==> src/rtl/ex_divider_pkg.sv <==
// ex_divider_pkg: shared ALU function codes, divider FSM states and width default.
// Revision 1.0
`default_nettype none

package ex_divider_pkg;

  localparam int DIV_WIDTH = 32;

  localparam logic [4:0] ALU_ADD  = 5'h00;
  localparam logic [4:0] ALU_SUB  = 5'h01;
  localparam logic [4:0] ALU_AND  = 5'h02;
  localparam logic [4:0] ALU_OR   = 5'h03;
  localparam logic [4:0] ALU_XOR  = 5'h04;
  localparam logic [4:0] ALU_SLL  = 5'h05;
  localparam logic [4:0] ALU_SRL  = 5'h06;
  localparam logic [4:0] ALU_SRA  = 5'h07;
  localparam logic [4:0] ALU_SLT  = 5'h08;
  localparam logic [4:0] ALU_SLTU = 5'h09;
  localparam logic [4:0] ALU_MUL  = 5'h0A;
  localparam logic [4:0] ALU_DIV  = 5'h0C;
  localparam logic [4:0] ALU_DIVU = 5'h0D;
  localparam logic [4:0] ALU_REM  = 5'h0E;
  localparam logic [4:0] ALU_REMU = 5'h0F;

  typedef enum logic [1:0] {
    DIV_IDLE = 2'd0,
    DIV_RUN  = 2'd1,
    DIV_DONE = 2'd2
  } div_state_e;

  function automatic logic is_div_func(input logic [4:0] func);
    return (func == ALU_DIV) || (func == ALU_DIVU) ||
           (func == ALU_REM) || (func == ALU_REMU);
  endfunction

  function automatic logic is_rem_func(input logic [4:0] func);
    return (func == ALU_REM) || (func == ALU_REMU);
  endfunction

  function automatic logic is_signed_func(input logic [4:0] func);
    return (func == ALU_DIV) || (func == ALU_REM);
  endfunction

endpackage

`default_nettype wire

==> src/rtl/ex_divider_div_step.sv <==
// div_step: one restoring radix-2 iteration (shift in dividend bit, trial subtract).
// Revision 1.0
`default_nettype none

module div_step #(
  parameter int WIDTH = 32
) (
  input  logic [WIDTH-1:0] rem_in,
  input  logic [WIDTH-1:0] divisor,
  input  logic             dividend_bit,
  output logic [WIDTH-1:0] rem_out,
  output logic             q_bit
);

  logic [WIDTH:0] shifted;
  logic [WIDTH:0] diff;

  // rem_in < divisor always holds, so the top bit of diff is a clean borrow flag.
  always_comb begin
    shifted = {rem_in, dividend_bit};
    diff    = shifted - {1'b0, divisor};
    q_bit   = ~diff[WIDTH];
    rem_out = q_bit ? diff[WIDTH-1:0] : shifted[WIDTH-1:0];
  end

endmodule

`default_nettype wire

==> src/rtl/ex_divider.sv <==
// ex_divider: multicycle signed/unsigned divide and remainder unit for the EX stage.
// Revision 1.0
`default_nettype none

module ex_divider
  import ex_divider_pkg::*;
#(
  parameter int WIDTH = DIV_WIDTH
) (
  input  logic             clk,
  input  logic             rst,
  input  logic [4:0]       ID_EX_alu_func,
  input  logic [WIDTH-1:0] ID_EX_opa,
  input  logic [WIDTH-1:0] ID_EX_opb,
  output logic             EX_alu_busy,
  output logic [WIDTH-1:0] EX_div_result,
  output logic             EX_div_valid
);

  localparam int CW = $clog2(WIDTH) + 1;
  localparam logic [CW-1:0] LAST_STEP = CW'(WIDTH - 1);
  localparam logic [WIDTH-1:0] MIN_NEG = {1'b1, {(WIDTH-1){1'b0}}};

  div_state_e       state;
  logic [CW-1:0]    count;
  logic [WIDTH-1:0] rem;
  logic [WIDTH-1:0] quo;
  logic [WIDTH-1:0] dvsr;
  logic [4:0]       func;
  logic             q_neg;
  logic             r_neg;

  logic             req;
  logic             in_signed;
  logic             in_rem;
  logic             opa_neg;
  logic             opb_neg;
  logic [WIDTH-1:0] mag_a;
  logic [WIDTH-1:0] mag_b;
  logic             div_zero;
  logic             overflow;
  logic [WIDTH-1:0] special_result;

  logic [WIDTH-1:0] step_rem;
  logic             step_q;
  logic [WIDTH-1:0] q_final;
  logic [WIDTH-1:0] q_fixed;
  logic [WIDTH-1:0] r_fixed;
  logic [WIDTH-1:0] run_result;

  always_comb begin
    req       = is_div_func(ID_EX_alu_func);
    in_signed = is_signed_func(ID_EX_alu_func);
    in_rem    = is_rem_func(ID_EX_alu_func);
    opa_neg   = in_signed & ID_EX_opa[WIDTH-1];
    opb_neg   = in_signed & ID_EX_opb[WIDTH-1];
    mag_a     = opa_neg ? -ID_EX_opa : ID_EX_opa;
    mag_b     = opb_neg ? -ID_EX_opb : ID_EX_opb;
    div_zero  = (ID_EX_opb == '0);
    overflow  = in_signed && (ID_EX_opa == MIN_NEG) && (ID_EX_opb == '1);
    // Overflow quotient equals the dividend itself (most negative value).
    if (div_zero)
      special_result = in_rem ? ID_EX_opa : '1;
    else
      special_result = in_rem ? '0 : ID_EX_opa;
  end

  assign EX_alu_busy = req && ((state == DIV_IDLE) || (state == DIV_RUN));

  div_step #(
    .WIDTH (WIDTH)
  ) u_div_step (
    .rem_in       (rem),
    .divisor      (dvsr),
    .dividend_bit (quo[WIDTH-1]),
    .rem_out      (step_rem),
    .q_bit        (step_q)
  );

  // Final-step outputs feed the result directly so DONE follows the last RUN cycle.
  always_comb begin
    q_final    = {quo[WIDTH-2:0], step_q};
    q_fixed    = q_neg ? -q_final : q_final;
    r_fixed    = r_neg ? -step_rem : step_rem;
    run_result = is_rem_func(func) ? r_fixed : q_fixed;
  end

  always_ff @(posedge clk or negedge rst) begin
    if (!rst) begin
      state         <= DIV_IDLE;
      count         <= '0;
      rem           <= '0;
      quo           <= '0;
      dvsr          <= '0;
      func          <= '0;
      q_neg         <= 1'b0;
      r_neg         <= 1'b0;
      EX_div_valid  <= 1'b0;
      EX_div_result <= '0;
    end else begin
      case (state)
        DIV_IDLE: begin
          EX_div_valid  <= 1'b0;
          EX_div_result <= '0;
          if (req) begin
            func <= ID_EX_alu_func;
            if (div_zero || overflow) begin
              EX_div_valid  <= 1'b1;
              EX_div_result <= special_result;
              state         <= DIV_DONE;
            end else begin
              rem   <= '0;
              quo   <= mag_a;
              dvsr  <= mag_b;
              q_neg <= opa_neg ^ opb_neg;
              r_neg <= opa_neg;
              count <= '0;
              state <= DIV_RUN;
            end
          end
        end
        DIV_RUN: begin
          if (!req) begin
            count <= '0;
            state <= DIV_IDLE;
          end else begin
            rem   <= step_rem;
            quo   <= q_final;
            count <= count + CW'(1);
            if (count == LAST_STEP) begin
              EX_div_valid  <= 1'b1;
              EX_div_result <= run_result;
              count         <= '0;
              state         <= DIV_DONE;
            end
          end
        end
        DIV_DONE: begin
          EX_div_valid  <= 1'b0;
          EX_div_result <= '0;
          state         <= DIV_IDLE;
        end
        default: state <= DIV_IDLE;
      endcase
    end
  end

endmodule

`default_nettype wire

==> config.mk <==
export PLATFORM = sky130hd
export DESIGN_NAME = ex_divider
export DESIGN_NICKNAME = d
export VERILOG_FILES = /design/src/rtl/ex_divider_pkg.sv /design/src/rtl/ex_divider_div_step.sv /design/src/rtl/ex_divider.sv
export SDC_FILE = /design/constraint.sdc
export NUM_CORES = 1
export LEC_CHECK = 0
export ABC_AREA = 0
export CAP_MARGIN = 30
export CORE_MARGIN = 4
export CORE_UTILIZATION = 45
export CTS_BUF_LIST = sky130_fd_sc_hd__clkbuf_16
export DETAILED_ROUTE_END_ITERATION = 10
export PLACE_DENSITY = 0.72
export RECOVER_POWER = 25
export SYNTH_ARGS = -nofsm -noshare
export SYNTH_HDL_FRONTEND = slang
export SYNTH_SLANG_ARGS = --single-unit
==> constraint.sdc <==
create_clock -name clk -period 7.4 [get_ports clk]
set_input_delay 1.48 -clock clk [delete_from_list [all_inputs] [get_ports clk]]
set_output_delay 1.48 -clock clk [all_outputs]
set_load 0.03 [all_outputs]
* Word level (Yosys, flattened, before mapping)
Cells that the tools add are included.
Storage, ports and cells: input port bits 71, output and inout port bits 34, bits in registers 144
Operators by class: equality and inequality tests 16, reduce and logical (&&, ||, !) cells 21, muxes and demuxes 37, bitwise logic cells 5, add/sub/neg operators 6
Operators by type and width (number):
- $mux W32 | 19
- $neg A32 Y32 | 4
- $pmux W32 S2 | 2
- $pmux W32 S3 | 1
- $eq A32 B32 Y1 const B | 2
- $sub A33 B32 Y33 | 1
- $logic_not A32 Y1 | 1
- $eq A5 B4 Y1 const B | 6
- $mux W6 | 4
- $pmux W6 S2 | 1
- $reduce_and A3 Y1 | 3
- $logic_or A1 B1 Y1 | 8
- $mux W2 | 4
- $add A6 B1 Y6 const B | 1
- $eq A6 B5 Y1 const B | 1
- $ne A2 B2 Y1 const B | 3
- $mux W1 | 4
- $pmux W2 S2 | 1
- $reduce_and A2 Y1 | 2
- $reduce_and A4 Y1 | 1
- $logic_and A1 B1 Y1 | 3
- $ne A3 B2 Y1 const B | 1
- $pmux W1 S3 | 1
- $reduce_bool A3 Y1 | 1
- 8 further kinds | 10

* Longest topological paths before layout
Gate-level depths: netlist of the first run.
word-level depth 8, gate-level depth with buffers 24, gate-level depth less buffers 21

* Cells and area by module
Synthesis of the first run repeated with hierarchy kept, for this count alone.
Unflattened totals: cell total of the unflattened synthesis 1441, area, all modules 12040.3 sq um
By module, submodules not included:
- ex_divider | area an instance 9784.4 sq um, instances 1, cells an instance 1130
- div_step | area an instance 2255.9 sq um, instances 1, cells an instance 311

* Worst setup path after synthesis of the first run
Ideal clock, no wire load.
path type reg2reg, start point reg quo[31], end point reg EX_div_result[30], clock period less this slack 5.421 ns, setup slack 1.979 ns, cell stages (with the launch flop) 25, path buffers 3, data arrival time 5.339 ns, library setup time 0.082 ns, path through dfrtp_1 -> inv_1 -> ha_1 -> fa_1 -> nand2b_1 -> a21oi_4 -> o2111ai_2 -> a311oi_1 -> a211oi_2 -> buf_6 -> inv_4 -> clkbuf_1 -> buf_1 -> nor2_1 -> a21oi_1 -> ha_1 -> and2_1 -> o221a_2 -> nor3b_1 -> and2_0 -> o2bb2a_2 -> or2_1 -> or4_4 -> a211o_1 -> a31oi_1
On the way: longest elaborated chain between the ends 8, elaborated cells on any way between the ends 11
RTL lines:
- from (decl) | RTL line ex_divider.sv:27 | logic [WIDTH-1:0] quo;
- from (signal assigned) | RTL line ex_divider.sv:113 | quo <= mag_a;
- from (signal assigned) | RTL line ex_divider.sv:128 | quo <= q_final;
- $sub A33 B32 Y33 | RTL line ex_divider_div_step.sv:21 | diff = shifted - {1'b0, divisor};
- $mux W32 / $not A1 Y1 (equally long branches) | RTL line ex_divider_div_step.sv:23, ex_divider_div_step.sv:22
- $neg A32 Y32, on equally long branches | RTL line ex_divider.sv:84, ex_divider.sv:83
- $mux W32, on equally long branches | RTL line ex_divider.sv:84, ex_divider.sv:83
- $mux W32 (*) | RTL line ex_divider.sv:85 | run_result = is_rem_func(func) ? r_fixed : q_fixed;
- $mux W32 (*) | RTL line ex_divider.sv:130 | if (count == LAST_STEP) begin
- $mux W32 (*) | RTL line ex_divider.sv:123 | if (!req) begin
- $pmux W32 S3 (*) | RTL line ex_divider.sv:101 | case (state)
- to (signal assigned) | RTL line ex_divider.sv:109 | EX_div_result <= special_result;
- to (signal assigned) | RTL line ex_divider.sv:132 | EX_div_result <= run_result;
- to (decl) | RTL line ex_divider.sv:16 | output logic [WIDTH-1:0] EX_div_result,
Mark *: on every way between the ends. The rest lies on a longest branch, timed or not. The select of a mux whose other input is x is not followed. A chain may end at the register's enable or synchronous reset.

* Worst setup path in the final report of the first run
Ends and elaborated chain as after synthesis.

==> flow_summary_export.csv, run 1 <==
group,metric,value,unit
routing,routed.top_layer,"met4",
floorplan,die_w,171,µm
final_layout,multiInputGateArea,7810,µm²
final_layout,diodes,0,
synthesis,synthCells,1557,
floorplan,dieArea,29100,µm²
timing,clock.fmax,169,MHz
critical_path,cp_max_fo,41,
place,numPortBuffers,104,
cts,cts_resized,0,
floorplan,fp.coreArea,26100,µm²
place,dp_hpwl,27100,µm
synthesis,async_flop_share,1.00,
cts,numCtsBuffers,17,
timing,period_needed,5.93,ns
pwr,pwr-share-seq,0.321,
cts,cts_setup_buffers,0,
global_route,grt_pass1_wl,58200,µm
routing,avgRoutedWirePerCell,18.7,µm
synthesis,synth_nets,1670,
critical_path,cpMaxStageDelayCell,"a311oi_1",
synthesis,ys_top_cells_by_count,"nand2_1, o21ai_0, dfrtp_1",
pwr,p_int,2070,µW
timing,maxSlewViolCount,93,
global_route,antenna_found_initial,0,
critical_path,critPathCaptureType,"flip-flop",
routing,wl_met3,3000,µm
timing,slew_headroom,-1.40,
synthesis,yosysMostFrequentCell,"nand2_1",
timing,hold_viol_final,0,
floorplan,io_pins,105,
routing,vias,11900,
critical_path,cp.buffers_inverters,2,
timing,finalSetupTns,0,ns
global_route,gr-usage-all-layers,0.247,
place,post-place-cells,1925,
timing,period_share,0.802,
pwr,p_leak,0.00552,µW
final_layout,fin_cells,1957,
final_layout,drive_gt1_frac,0.0506,
synthesis,syn_area,11900,µm²
synthesis,synth_area_leaders,"dfrtp_1, o21ai_0, nand2_1, xor2_1, a21oi_1",
routing,final_antenna_net_count,0,
critical_path,rr_worst_depth,21,
critical_path,rr_endpoint,"EX_div_result[30]",
final_layout,finalNetCount,1722,
place,finalWeightedCongestion,0.920,
cts,root_buffer,"clkbuf_16",
min_path,min_from,"EX_div_result[0]",
timing,rsz0062_at_grt,"no",
critical_path,r2r_slack,1.47,ns
pwr,sw_frac_of_total,0.423,
final_layout,area_growth,15.9,%
pwr,pwr_density_cell,260,nW/µm²
timing,skew,0.00839,ns
routing,wl_met1,16600,µm
cts,htreeDepth,4,
final_layout,seqCellArea,3580,µm²
synthesis,synth-seq-area-share,0.301,
global_route,grt_pass1_vias,11000,
cts,cts_tree,"built",
floorplan,rows,59,
timing,finalSetupViolCount,0,
critical_path,cpMostUsedCell,"ha_1",
pwr,peakVddDrop,0.218,mV
global_route,gr-total-overflow,0,
pwr,p_clk_frac,0.255,
critical_path,start_kind,"flip-flop",
critical_path,slowest_delay,0.58,ns
critical_path,cp.required,7.75,ns
run_status,violations,"capacitance limit, slew limit",
synthesis,synth_edf_count,0,
routing,first_iter_violations,1367,
floorplan,start_util,0.456,
routing,drc_errors,0,
cts,clock_latency,0.43,ns
min_path,worstHoldPathCells,2,
routing,drt-vias-per-instance,6.06,
critical_path,crit_family,"compound AO/OA/AOI/OAI gates",
synthesis,yosys_warnings,0,
min_path,hp-class,"reg2reg",
critical_path,crit_path_cell_trace,"inv_1, ha_1, fa_1, nand2b_1, a21oi_4, o2111ai_2, a311oi_1, a211oi_4, inv_4, nor2_1, a21oi_1, ha_1, and2_1, o221a_2, nor3b_1, and2_0, o2bb2a_2, or2_1, or4_4, a211o_1, a31oi_1",
global_route,grt_start_max_net_pins,73,
flow_run,cap_violations,2,
routing,wl,36700,µm
critical_path,arrival,6.29,ns
routing,firstDrtPassIters,5,
cts,cts_sinks,143,
synthesis,ys.flop_type,"dfrtp_1",
synthesis,synth_top_cell_area_share,0.301,
run_status,run_status,"finished with violations",
floorplan,die_h,171,µm
synthesis,yosysUniqueCellTypes,85,
routing,met2_length,16300,µm
cts,cts_buffer_depth,2,
synthesis,ys_ff_latch,143,
final_layout,fill_cells,2532,
pwr,p_comb_frac,0.424,
cts,cts_hold_buf,0,
pwr,switchingPower,1520,µW
min_path,min_to,"EX_div_result[0]",
synthesis,avgSynthCellArea,7.64,µm²
cts,clkTransAtPathRegs,0.07,ns
synthesis,yosysTopAreaCell,"dfrtp_1",
critical_path,crit_type,"reg2reg",
timing,worstMarginPinSlew,3.60,ns
critical_path,timing.rr.start,"quo[31]",
[metal layers]
layer | GRT usage | vias up
li1 | - | 5735
met1 | 0.356 | 5588
met2 | 0.385 | 483
met3 | 0.0404 | 51
met4 | 0.0684 | 0
met5 | 0 | -
[sequential cells by signal (all words and copies together), names as in the netlist]
name / flops
state: 2
EX_div_result: 32
dvsr: 32
q_neg: 1
count: 6
EX_div_valid: 1
rem: 32
r_neg: 1
quo: 32
func: 4
[cell type report]
cell class,count,share of cell area
multi-input combinational,1274,0.566
sequential,143,0.259
timing repair buffer,120,0.0849
clock buffer,17,0.0308
tap,335,0.0304
inverter,53,0.0146
clock inverter,15,0.0135
[through the flow]
step / setup WS (ns) / power [µW] / area, µm² / hold slack, ns / util
final: 1.47 / 3580 / 13800 / 0.499 / 0.529
after global routing: 1.03 / 3810 / 13800 / 0.519 / 0.529
after CTS: 1.50 / 3570 / 13800 / 0.500 / 0.530
after detailed placement: 1.19 / 2650 / 13200 / 0.483 / 0.506
after global placement: 1.28 / 2610 / 13200 / 0.466 / 0.505
after floorplan: 1.98 / 2160 / 11900 / 0.450 / -
[power groups by stage]
stage                     logic (µW)  registers [µW]  clock network [µW]
after global placement          1460            1150                   0
after CTS                       1500            1140                 923
after global routing            1680            1180                 955
final                           1520            1150                 913
after detailed placement        1490            1160                   0
after floorplan                  962            1200                   0
[how the worst max path moves through the flow]
| stage | endpoint | depth (start not counted) | start |
|---|---|---|---|
| 2_1_floorplan | EX_div_result[30] | 24 | quo[31] |
| 3_3_place_gp | EX_div_result[21] | 12 | ID_EX_opb[15] |
| 3_5_place_dp | EX_div_result[21] | 12 | ID_EX_opb[15] |
| 4_1_cts | EX_div_result[30] | 21 | quo[31] |
| 5_1_grt | EX_div_result[30] | 21 | quo[31] |
| 6_report | EX_div_result[30] | 21 | quo[31] |
[kinds of logic after synthesis]
logic type      count (synthesis)  share of synthesized area
simple gates                  551                      0.217
compound gates                523                      0.271
flops                         143                      0.301
buf+inv                       140                     0.0462
xor+xnor                      129                     0.0950
fa+ha+maj                      42                     0.0448
mux                            29                     0.0250
[worst reg2reg max path, delay by kind of cell, from the launching register on]
family,cells,cell delay (ns)
compound gates,9,2.30
fa+ha+maj,3,0.92
buf+inv,2,0.45
flops,1,0.40
simple gates,7,1.82
[placed cells by master (no fill, tap or decap), drive strengths merged, types with 14 or more instances in the layout]
cell / instances
a21oi: 130
nand2b: 18
nor2: 129
o211ai: 21
clkbuf: 19
and2: 14
ha: 41
o21a: 15
nand2: 203
nand4: 16
or4: 14
o21ai: 196
clkdlybuf4s50: 103
nor4: 18
or3: 21
xor2: 75
o31ai: 29
nor3: 47
mux2i: 23
xnor2: 54
dfrtp: 143
nand3: 26
a21o: 14
buf: 15
inv: 58
a31oi: 24
(Power assumes the default switching activity.)
==> run 2: changes to the inputs <==
Settings changed: PLACE_DENSITY 0.72 to 0.74.
Clock period 7.4 ns to 4.8 ns, I/O delays scaled along.
==> run 2 against run 1 <==
  * The flow still finishes with violations (capacitance limit, slew limit)
  * Clock power rose by 46%
  * Sequential power increased by 55%
  * Total power rose by 57%
  * Global-route usage is 0.70 points higher
  * Sequential share of layout area shrank 1.0 points
  * Worst hold slack worse by 0.015 ns
  * Via count up 3.1%
  * Largest cell class unchanged
  * Maximum frequency grew 26%
  * Die area unchanged
  * Worst setup slack worse by 1.4 ns
==> flow_summary_export.csv, run 2 (synthesized netlist as in run 1, its figures left out) <==
group,metric,value,unit
final_layout,multiInputGateArea,7910,µm²
floorplan,start_util,0.456,
cts,cts_hold_buf,0,
timing,clock.fmax,212,MHz
flow_run,cap_violations,1,
final_layout,layout_common_cells,"nand2_1, o21ai_0, dfrtp_1",
run_status,violations,"capacitance limit, slew limit",
final_layout,area_growth,20.7,%
cts,root_buffer,"clkbuf_16",
min_path,hp-class,"reg2reg",
floorplan,fp.coreArea,26100,µm²
routing,final_antenna_net_count,0,
place,finalWeightedCongestion,0.933,
timing,skew,0.0123,ns
floorplan,die_w,171,µm
run_status,run_status,"finished with violations",
final_layout,fin_cells,2019,
critical_path,rr_worst_depth,20,
pwr,pwr_density_cell,391,nW/µm²
pwr,peakVddDrop,0.277,mV
final_layout,fill_cells,2405,
critical_path,timing.rr.start,"quo[31]",
routing,first_iter_violations,1264,
routing,vias,12200,
min_path,worstHoldPathCells,2,
global_route,gr-usage-all-layers,0.254,
timing,period_needed,4.72,ns
floorplan,dieArea,29100,µm²
timing,slew_headroom,-1.18,
cts,cts_tree,"built",
critical_path,critPathCaptureType,"flip-flop",
critical_path,start_kind,"flip-flop",
global_route,gr-total-overflow,0,
cts,clkTransAtPathRegs,0.07,ns
timing,rsz0062_at_grt,"yes",
timing,finalSetupTns,0,ns
cts,cts_buffer_depth,2,
routing,firstDrtPassIters,6,
final_layout,drive_gt1_frac,0.0956,
critical_path,r2r_slack,0.08,ns
timing,worstMarginPinSlew,3.27,ns
timing,period_share,0.983,
final_layout,seqCellArea,3580,µm²
critical_path,cp.required,5.16,ns
routing,drc_errors,0,
place,numPortBuffers,104,
cts,numCtsBuffers,17,
critical_path,cp_max_fo,8,
routing,avgRoutedWirePerCell,18.5,µm
final_layout,diodes,0,
cts,htreeDepth,4,
min_path,min_to,"EX_div_result[11]",
place,dp_hpwl,28400,µm
global_route,antenna_found_initial,0,
floorplan,io_pins,105,
place,post-place-cells,1982,
cts,clock_latency,0.44,ns
floorplan,die_h,171,µm
timing,finalSetupViolCount,0,
final_layout,final_common_cell,"nand2_1",
critical_path,rr_endpoint,"EX_div_result[30]",
pwr,total_power,5610,µW
min_path,min_from,"EX_div_result[11]",
global_route,grt_pass1_wl,59900,µm
routing,wl,37300,µm
global_route,grt_pass1_vias,11600,
pwr,p_leak,0.00584,µW
critical_path,arrival,5.08,ns
timing,hold_viol_final,0,
floorplan,rows,59,
critical_path,crit_type,"reg2reg",
cts,cts_sinks,143,
final_layout,finalNetCount,1784,
routing,drt-vias-per-instance,6.05,
global_route,grt_start_max_net_pins,71,
timing,maxSlewViolCount,71,
[run 2: cell count changes in the layout (fill, tap and decap cells not counted), moves of 3 or more]
cell / previous run / this run
buf_4: 14 / 73
clkinv_4: 5 / 2
buf_12: 0 / 4
a21oi_1: 127 / 124
[run 2: area by class of cell]
class / count / share of cell area
clock buffers: 17 / 0.0296
flip-flops and latches: 143 / 0.249
clock inverters: 15 / 0.0105
multi-input cells: 1274 / 0.551
repair buffers: 182 / 0.117
inverters: 53 / 0.0140
well taps: 335 / 0.0292
[run 2: routing by layer]
| metal | wire [µm] | vias up | global-route usage |
|---|---|---|---|
| li1 | - | 5862 | - |
| met1 | 16700 | 5760 | 0.357 |
| met2 | 16600 | 537 | 0.401 |
| met3 | 3010 | 63 | 0.0386 |
| met4 | 1020 | 0 | 0.0889 |
| met5 | 0 | - | 0 |
[run 2: worst max-delay path by stage]
stage                              from                end  slack (ns)  cells past startpoint
after floorplan                 quo[31]  EX_div_result[30]       -0.15                     23
after global placement    ID_EX_opb[17]  EX_div_result[21]        0.14                     14
after detailed placement        quo[31]  EX_div_result[30]        0.02                     20
after CTS                       quo[31]  EX_div_result[30]        0.01                     20
after global routing            quo[31]  EX_div_result[30]       -0.11                     20
final                           quo[31]  EX_div_result[30]        0.08                     20
[run 2: per-stage QoR]
stage,area [µm²],util,hold slack [ns],worst slack (ns)
finish,14400,0.551,0.483,0.0827
detailed placement,13700,0.526,0.475,0.0169
global placement,13700,0.526,0.471,0.143
CTS,14300,0.548,0.489,0.0136
global route,14400,0.551,0.527,-0.105
floorplan,12000,-,0.450,-0.148
[run 2: critical path, cell delays in order (launching register included)]
cell       delay [ns]
dfrtp_1          0.36
inv_1            0.06
ha_2             0.18
fa_2             0.34
nand2b_4         0.16
a21oi_4          0.16
o2111ai_4        0.16
a311o_1          0.40
a211oi_4         0.36
inv_4            0.12
a21oi_4          0.18
ha_2             0.19
and2_4           0.13
o221a_2          0.19
nor3b_4          0.19
and2_4           0.17
o2bb2a_4         0.17
or2_4            0.25
or4_4            0.42
a211o_1          0.27
a31oi_1          0.16
[run 2: what timing repair did]
item,4_1_cts,5_1_grt
resized for setup,0,11
pin swaps,1,6
endpoints found under the setup margin,1,9
buffers inserted,0,5
[run 2: power by group]
part           internal [µW]  switching (µW)
Combinational            968            1540
Clock                    731             603
Sequential              1500             280
